==> src/rtl/regfile_write_arbiter.sv <==
// regfile_write_arbiter
//   Shares the register file's single write port between two writeback
//   requesters: A (ALU result) and B (load result). Each requester has a
//   one-entry holding buffer with a valid/ready handshake. A round-robin
//   arbiter issues at most one registered write per cycle.
//
// Ports
//   Clk, Rst                         clock, async active-high reset
//   a_valid/a_reg/a_data/a_ready     requester A handshake
//   b_valid/b_reg/b_data/b_ready     requester B handshake
//   rf_write_reg/rf_write_data       register file write address/data
//   rf_reg_write/rf_En               register file write strobes
//   busy                             either holding buffer full
//   wr_count                         saturating count of issued writes
//
// Build option
//   REGFILE_ZERO_REG_EN : register 0 is hardwired zero; buffered writes to
//   it are consumed in their grant slot without strobing the register file.
module regfile_write_arbiter #(
  parameter int DATA_W = 64,
  parameter int ADDR_W = 5,
  parameter int CNT_W  = 16
) (
  input  logic              Clk,
  input  logic              Rst,
  input  logic              a_valid,
  input  logic [ADDR_W-1:0] a_reg,
  input  logic [DATA_W-1:0] a_data,
  output logic              a_ready,
  input  logic              b_valid,
  input  logic [ADDR_W-1:0] b_reg,
  input  logic [DATA_W-1:0] b_data,
  output logic              b_ready,
  output logic [ADDR_W-1:0] rf_write_reg,
  output logic [DATA_W-1:0] rf_write_data,
  output logic              rf_reg_write,
  output logic              rf_En,
  output logic              busy,
  output logic [CNT_W-1:0]  wr_count
);

  logic              r_full_a, r_full_b;
  logic [ADDR_W-1:0] r_reg_a, r_reg_b;
  logic [DATA_W-1:0] r_data_a, r_data_b;
  logic              r_last_b;   // 1: last grant went to B
  logic [CNT_W-1:0]  r_cnt;

  logic w_issue_a, w_issue_b;
  logic w_zero_a, w_zero_b;
  logic w_wr_a, w_wr_b, w_write;
  logic w_acc_a, w_acc_b;

  // Grant depends only on buffer state, so ready never depends on valid.
  assign w_issue_a = r_full_a && (!r_full_b || r_last_b);
  assign w_issue_b = r_full_b && (!r_full_a || !r_last_b);

`ifdef REGFILE_ZERO_REG_EN
  assign w_zero_a = (r_reg_a == '0);
  assign w_zero_b = (r_reg_b == '0);
`else
  assign w_zero_a = 1'b0;
  assign w_zero_b = 1'b0;
`endif

  // A zero-register grant still frees its buffer but drives no write.
  assign w_wr_a  = w_issue_a && !w_zero_a;
  assign w_wr_b  = w_issue_b && !w_zero_b;
  assign w_write = w_wr_a || w_wr_b;

  assign a_ready = !r_full_a || w_issue_a;
  assign b_ready = !r_full_b || w_issue_b;
  assign w_acc_a = a_valid && a_ready;
  assign w_acc_b = b_valid && b_ready;

  assign busy     = r_full_a || r_full_b;
  assign wr_count = r_cnt;

  always_ff @(posedge Clk or posedge Rst) begin
    if (Rst) begin
      r_full_a <= 1'b0;
      r_full_b <= 1'b0;
      r_reg_a  <= '0;
      r_reg_b  <= '0;
      r_data_a <= '0;
      r_data_b <= '0;
      r_last_b <= 1'b1;
    end else begin
      // Refill takes priority over free when both happen on one edge.
      if (w_acc_a) begin
        r_full_a <= 1'b1;
        r_reg_a  <= a_reg;
        r_data_a <= a_data;
      end else if (w_issue_a) begin
        r_full_a <= 1'b0;
      end
      if (w_acc_b) begin
        r_full_b <= 1'b1;
        r_reg_b  <= b_reg;
        r_data_b <= b_data;
      end else if (w_issue_b) begin
        r_full_b <= 1'b0;
      end
      if (w_issue_a)      r_last_b <= 1'b0;
      else if (w_issue_b) r_last_b <= 1'b1;
    end
  end

  // Registered write port: address/data hold their last value when idle.
  always_ff @(posedge Clk or posedge Rst) begin
    if (Rst) begin
      rf_write_reg  <= '0;
      rf_write_data <= '0;
      rf_reg_write  <= 1'b0;
      rf_En         <= 1'b0;
      r_cnt         <= '0;
    end else begin
      rf_reg_write <= w_write;
      rf_En        <= w_write;
      if (w_wr_a) begin
        rf_write_reg  <= r_reg_a;
        rf_write_data <= r_data_a;
      end else if (w_wr_b) begin
        rf_write_reg  <= r_reg_b;
        rf_write_data <= r_data_b;
      end
      if (w_write && (r_cnt != '1))
        r_cnt <= r_cnt + CNT_W'(1);
    end
  end

endmodule

==> config.mk <==
export PLATFORM = sky130hd
export DESIGN_NAME = regfile_write_arbiter
export DESIGN_NICKNAME = d
export VERILOG_FILES = /design/src/rtl/regfile_write_arbiter.sv
export SDC_FILE = /design/constraint.sdc
export NUM_CORES = 1
export LEC_CHECK = 0
export ABC_AREA = 1
export BUFFER_PORTS_ARGS = -buffer_cell sky130_fd_sc_hd__buf_4
export CAP_MARGIN = 20
export CORE_MARGIN = 8
export CORE_UTILIZATION = 45
export CTS_CLUSTER_SIZE = 8
export DETAILED_ROUTE_END_ITERATION = 7
export GPL_TIMING_DRIVEN = 1
export PLACE_DENSITY = 0.71
export SLEW_MARGIN = 20
export SYNTH_ARGS = -nofsm -noshare
export SYNTH_HDL_FRONTEND = slang
export SYNTH_SLANG_ARGS = --single-unit
==> constraint.sdc <==
create_clock -name Clk -period 6.9 [get_ports Clk]
set_input_delay 0.345 -clock Clk [delete_from_list [all_inputs] [get_ports Clk]]
set_output_delay 0.345 -clock Clk [all_outputs]
set_load 0.02 [all_outputs]
Word level (Yosys, flattened, before mapping)
Index checks and enable logic that the tools add are counted.
W data, S select, Z words.

word-level totals
  flip-flop bits (word level) = 227
  input bits = 142
  word-level logic and storage cells = 40

operators by class
  $add $sub $neg = 1
  equality and inequality tests = 1
  multiplexer cells = 10
  reduce and logical (&&, ||, !) cells = 17

operators with widths
  operator                 number
  $mux W64                 2
  $add A16 B1 Y16 const B  1
  $ne A16 B16 Y1 const B   1
  $mux W5                  2
  $logic_or A1 B1 Y1       6
  $mux W1                  6
  $reduce_bool A2 Y1       3
  $logic_and A1 B1 Y1      5
  $logic_not A1 Y1         3

Logic depth before layout (Yosys ltp)
  depth in word-level cells = 6
  mapped depth = 9
  depth with buffers taken out = 8

Least setup slack after synthesis
Ideal clock, no wire load.

  kind = reg2reg
  start point = reg r_cnt[0], in the netlist wr_count[0]
  end point = reg r_cnt[9], in the netlist wr_count[9]
  setup time = 0.121 ns
  data arrival time = 1.565 ns
  required time = 6.779 ns
  path slack = 5.214 ns
  stages on the path, launching flop included = 9
  path buffers = 1
  period minus slack after synthesis = 1.686 ns
  cells stage by stage = dfrtp_1 > ha_1 > inv_1 > nor2_1 > nand2_1 > nor2_1 > nor2_1 > buf_2 > o21ai_1

between the ends
  word-level cells in the longest chain between the ends = 2

RTL lines
  element                                                                  RTL line  RTL
  start: declaration                                                       46        logic [CNT_W-1:0] r_cnt;
  start signal: assignment                                                 127       r_cnt <= r_cnt + CNT_W'(1);
  parallel branches: the longest is 2 deep, another holds $add A16 B1 Y16  n/a

Parallel ways; which one is timed is not known.
A chain may end at the register's enable or synchronous reset.

Worst setup path after layout
  start point = reg r_full_a
  end point = reg r_reg_b[0]

between the ends
  word-level cells in the longest chain between the ends = 5

RTL lines
  element                   RTL line  RTL
  start: declaration        42        logic r_full_a, r_full_b;
  start signal: assignment  80        r_full_a <= 1'b0;
  start signal: assignment  90        r_full_a <= 1'b1;
  start signal: assignment  94        r_full_a <= 1'b0;
  $logic_not A1 Y1          55        assign w_issue_b = r_full_b && (!r_full_a || !r_last_b);
  $logic_or A1 B1 Y1        55
  $logic_and A1 B1 Y1       55
  $logic_or A1 B1 Y1        71        assign b_ready = !r_full_b || w_issue_b;
  $logic_and A1 B1 Y1       73        assign w_acc_b = b_valid && b_ready;
  end signal: assignment    98        r_reg_b <= b_reg;
  end: declaration          43        logic [ADDR_W-1:0] r_reg_a, r_reg_b;

No other way between the ends.

==> run_results.csv <==
group,metric,value,unit
outcome,status,"finished with violations",
outcome,failed_checks,"negative hold slack",
cts,root_buffer,"clkbuf_16",
job,drv_cap,0,
setup_path,startpoint_type,"flop",
sta,rsz0062_at_grt,"false",
power_and_ir_drop,p_leak,6.03,nW
synthesis,synth_edf_count,0,
floorplanning,core_area,20200,um^2
setup_path,cp.required,7.26,ns
sta,worst_pin_slew,0.946,ns
synthesis,seq_area_frac_synth,61.8,%
floorplanning,ios,232,
sta,hold_ws,-0.0302,ns
power_and_ir_drop,vdd_drop_max,0.000246,V
floorplanning,die_height,159,um
synthesis,yosysMostFrequentCell,"dfrtp_1",
cts,insertion_delay,0.49,ns
cts,clock_path_buffers,3,
sta,finalSetupViolCount,0,
synthesis,synth_area,9200,um^2
synthesis,synth_nets,1101,
worst_hold_path,holdCritPathClass,"input port to async pin",
global_routing,antenna_found_initial,0,
synthesis,netlist.area_leader.share,61.5,%
drt,ant_nets,0,
layout,biggestRegsByFlops,"r_data_a: 64 flops, r_data_b: 64 flops, rf_write_data: 64 flops",
synthesis,synth_top_family_by_area,"simple AND/OR/NAND/NOR gates",
global_routing,grt_max_degree,153,
sta,hold_viol_final,20,
synthesis,synth_xor_area_share,0.667,%
floorplanning,chipWidth,159,um
placed_design,hpwl,16.1,mm
setup_path,end_kind,"flop",
synthesis,synth_cell_types,24,
setup_path,critPathArrivalTime,3.08,ns
synthesis,ys_ff_latch,227,
setup_path,setup.worst_path.class,"flop to flop",
synthesis,yosys.area_share.adder,0.136,%
synthesis,synth-async-reset-ratio,100,%
layout,insertedDiodeCount,0,
sta,min_period,2.72,ns
synthesis,synthMuxAreaShare,2.45,%
synthesis,synth_common_cells,"226 x dfrtp_1, 149 x nand2_1, 137 x nor2_1",
layout,syn_to_final_growth,31.2,%
power_and_ir_drop,power_switching,1.87,mW
setup_path,crit_path_max_fanout,86,
synthesis,synth_compound_area_share,12.4,%
sta,fin_setup_tns,0,ns
power_and_ir_drop,internal_power,3.45,mW
setup_path,timing.rr.start,"r_full_a",
synthesis,yosysTopAreaCell,"dfrtp_1",
drt,drt_first_pass_iters,5,
synthesis,syn_inst,958,
cts,cts_tree,"done",
layout,drive_gt1_share,25.7,%
cts,htreeDepth,2,
setup_path,r2r_end,"r_reg_b[0]",
global_routing,grt_first_pass_wirelength,40.0,mm
sta,finClkSkew,0.0149,ns
floorplanning,initial_utilization,45.6,%
power_and_ir_drop,clock_power_share,28.5,%
drt,wl_per_cell,16.8,um
sta,relSlewSlack,36.9,%
global_routing,grt.total_usage,19.2,%
cts,cts.sinks,227,
placed_design,pre_cts_slack,4.17,ns
power_and_ir_drop,switching_share,35.1,%
drt,drtIter0Drc,419,
drt,via_per_inst,5.04,
drt,vias,7335,
floorplanning,dieArea,25300,um^2
power_and_ir_drop,p_seq_share,38.6,%
cts,post-cts-setup-buffers,0,
floorplanning,row_count,52,
synthesis,synth-main-ff-cell,"dfrtp_1",
sta,max_freq,0.368,GHz
sta,final_max_slew_viol_count,0,
cts,numCtsBuffers,34,
power_and_ir_drop,combPwrFrac,32.9,%
setup_path,r2r_slack,4.18,ns
synthesis,synthSimpleGateAreaFrac,14.3,%
cts,clkTransAtPathRegs,0.05,ns
drt,drt-total-wl,24.4,mm
sta,period_share,39.4,%
setup_path,r2r.worst_path.cells,4,
drt,drc,0,
synthesis,avgSynthCellArea,9.60,um^2
power_and_ir_drop,total_power,5.32,mW
cts,cts_resized,0,
placed_design,place.gp.congestion,0.790,
synthesis,synth_area_leaders,"dfrtp_1 61%, a21oi_1 6.4%, nand2_1 6.1%, o221ai_1 5.6%, nor2_1 5.6%",
power_and_ir_drop,power_density,441,nW/um^2
placed_design,port_buffers,231,
synthesis,yosysWarnings,0,
global_routing,grt_pass1_vias,7737,
layout,layout.nets,1319,
cts,hold_buffers,0,
global_routing,grt-ovfl-total,0,
sta,fin_ws,4.18,ns
[critical path: stages (launching register included)]
cell and delay, ns:
dfrtp_1 0.67, nand3_1 0.26, nand2_4 0.41, buf_4 0.74, mux2_2 0.41
[cell type report]
type | count | area [um^2]
timing repair buffer | 237 | 1780
fill | 1777 | 8100
inverter | 133 | 512
multi-input combinational | 543 | 2780
sequential | 227 | 5680
tap | 270 | 338
clock buffer | 43 | 948
clock inverter | 1 | 30.0
[how the worst max path moves through the flow]
stage	endpoint	start	slack (ns)
after floorplan	r_data_a[0]	Rst	0.34
after global placement	r_reg_a[0]	r_full_b	4.25
after detailed placement	r_reg_a[3]	r_full_a	4.17
after CTS	r_reg_a[0]	r_full_a	4.15
after global routing	r_reg_a[1]	r_full_a	3.97
final	r_reg_b[0]	r_full_a	4.18
[power by group through the flow]
stage / registers (mW) / logic, mW / clock network [mW]
after floorplan: 2.27 / 0.822 / 0
after global placement: 2.05 / 1.73 / 0
after detailed placement: 2.06 / 1.77 / 0
after CTS: 2.05 / 1.78 / 1.55
after global routing: 2.10 / 1.92 / 1.61
final: 2.05 / 1.75 / 1.52
[placed cells by master (no fill, tap or decap), types with 2 or more instances in the layout]
cell type,n
a21oi_1,118
nand2_1,145
buf_4,237
clkbuf_16,37
nor2_4,2
inv_1,131
nand3_1,38
clkbuf_1,6
o221ai_1,59
nor2_1,137
dfrtp_1,226
nand4_1,4
nand2_4,2
o21ai_0,5
mux2_2,20
xnor2_1,6
nand2_2,2
[routing by layer]
metal / global-route usage (%) / vias to the layer above / share of wire (%)
li1: - / 3533 / -
met1: 24.8 / 3515 / 43
met2: 30.8 / 244 / 48
met3: 4.55 / 43 / 6.3
met4: 7.25 / 0 / 2.5
met5: 0 / - / 0
[stage by stage]
step | std cells | util (%) | instance area, um^2
after floorplan | 958 | - | 9200
after global routing | 1454 | 59.8 | 12100
after CTS | 1454 | 59.8 | 12100
after global placement | 1410 | 55.0 | 11100
after detailed placement | 1410 | 55.0 | 11100
final | 1454 | 59.8 | 12100
[kinds of logic after synthesis]
group                    Yosys count
AND/OR/NAND/NOR                  332
multiplexers                      20
adder cells (fa/ha/maj)            1
AO/OA/AOI/OAI                    183
buffers and inverters            188
XOR/XNOR                           7
flip-flops                       227
Power figures use the tool's default switching activity.
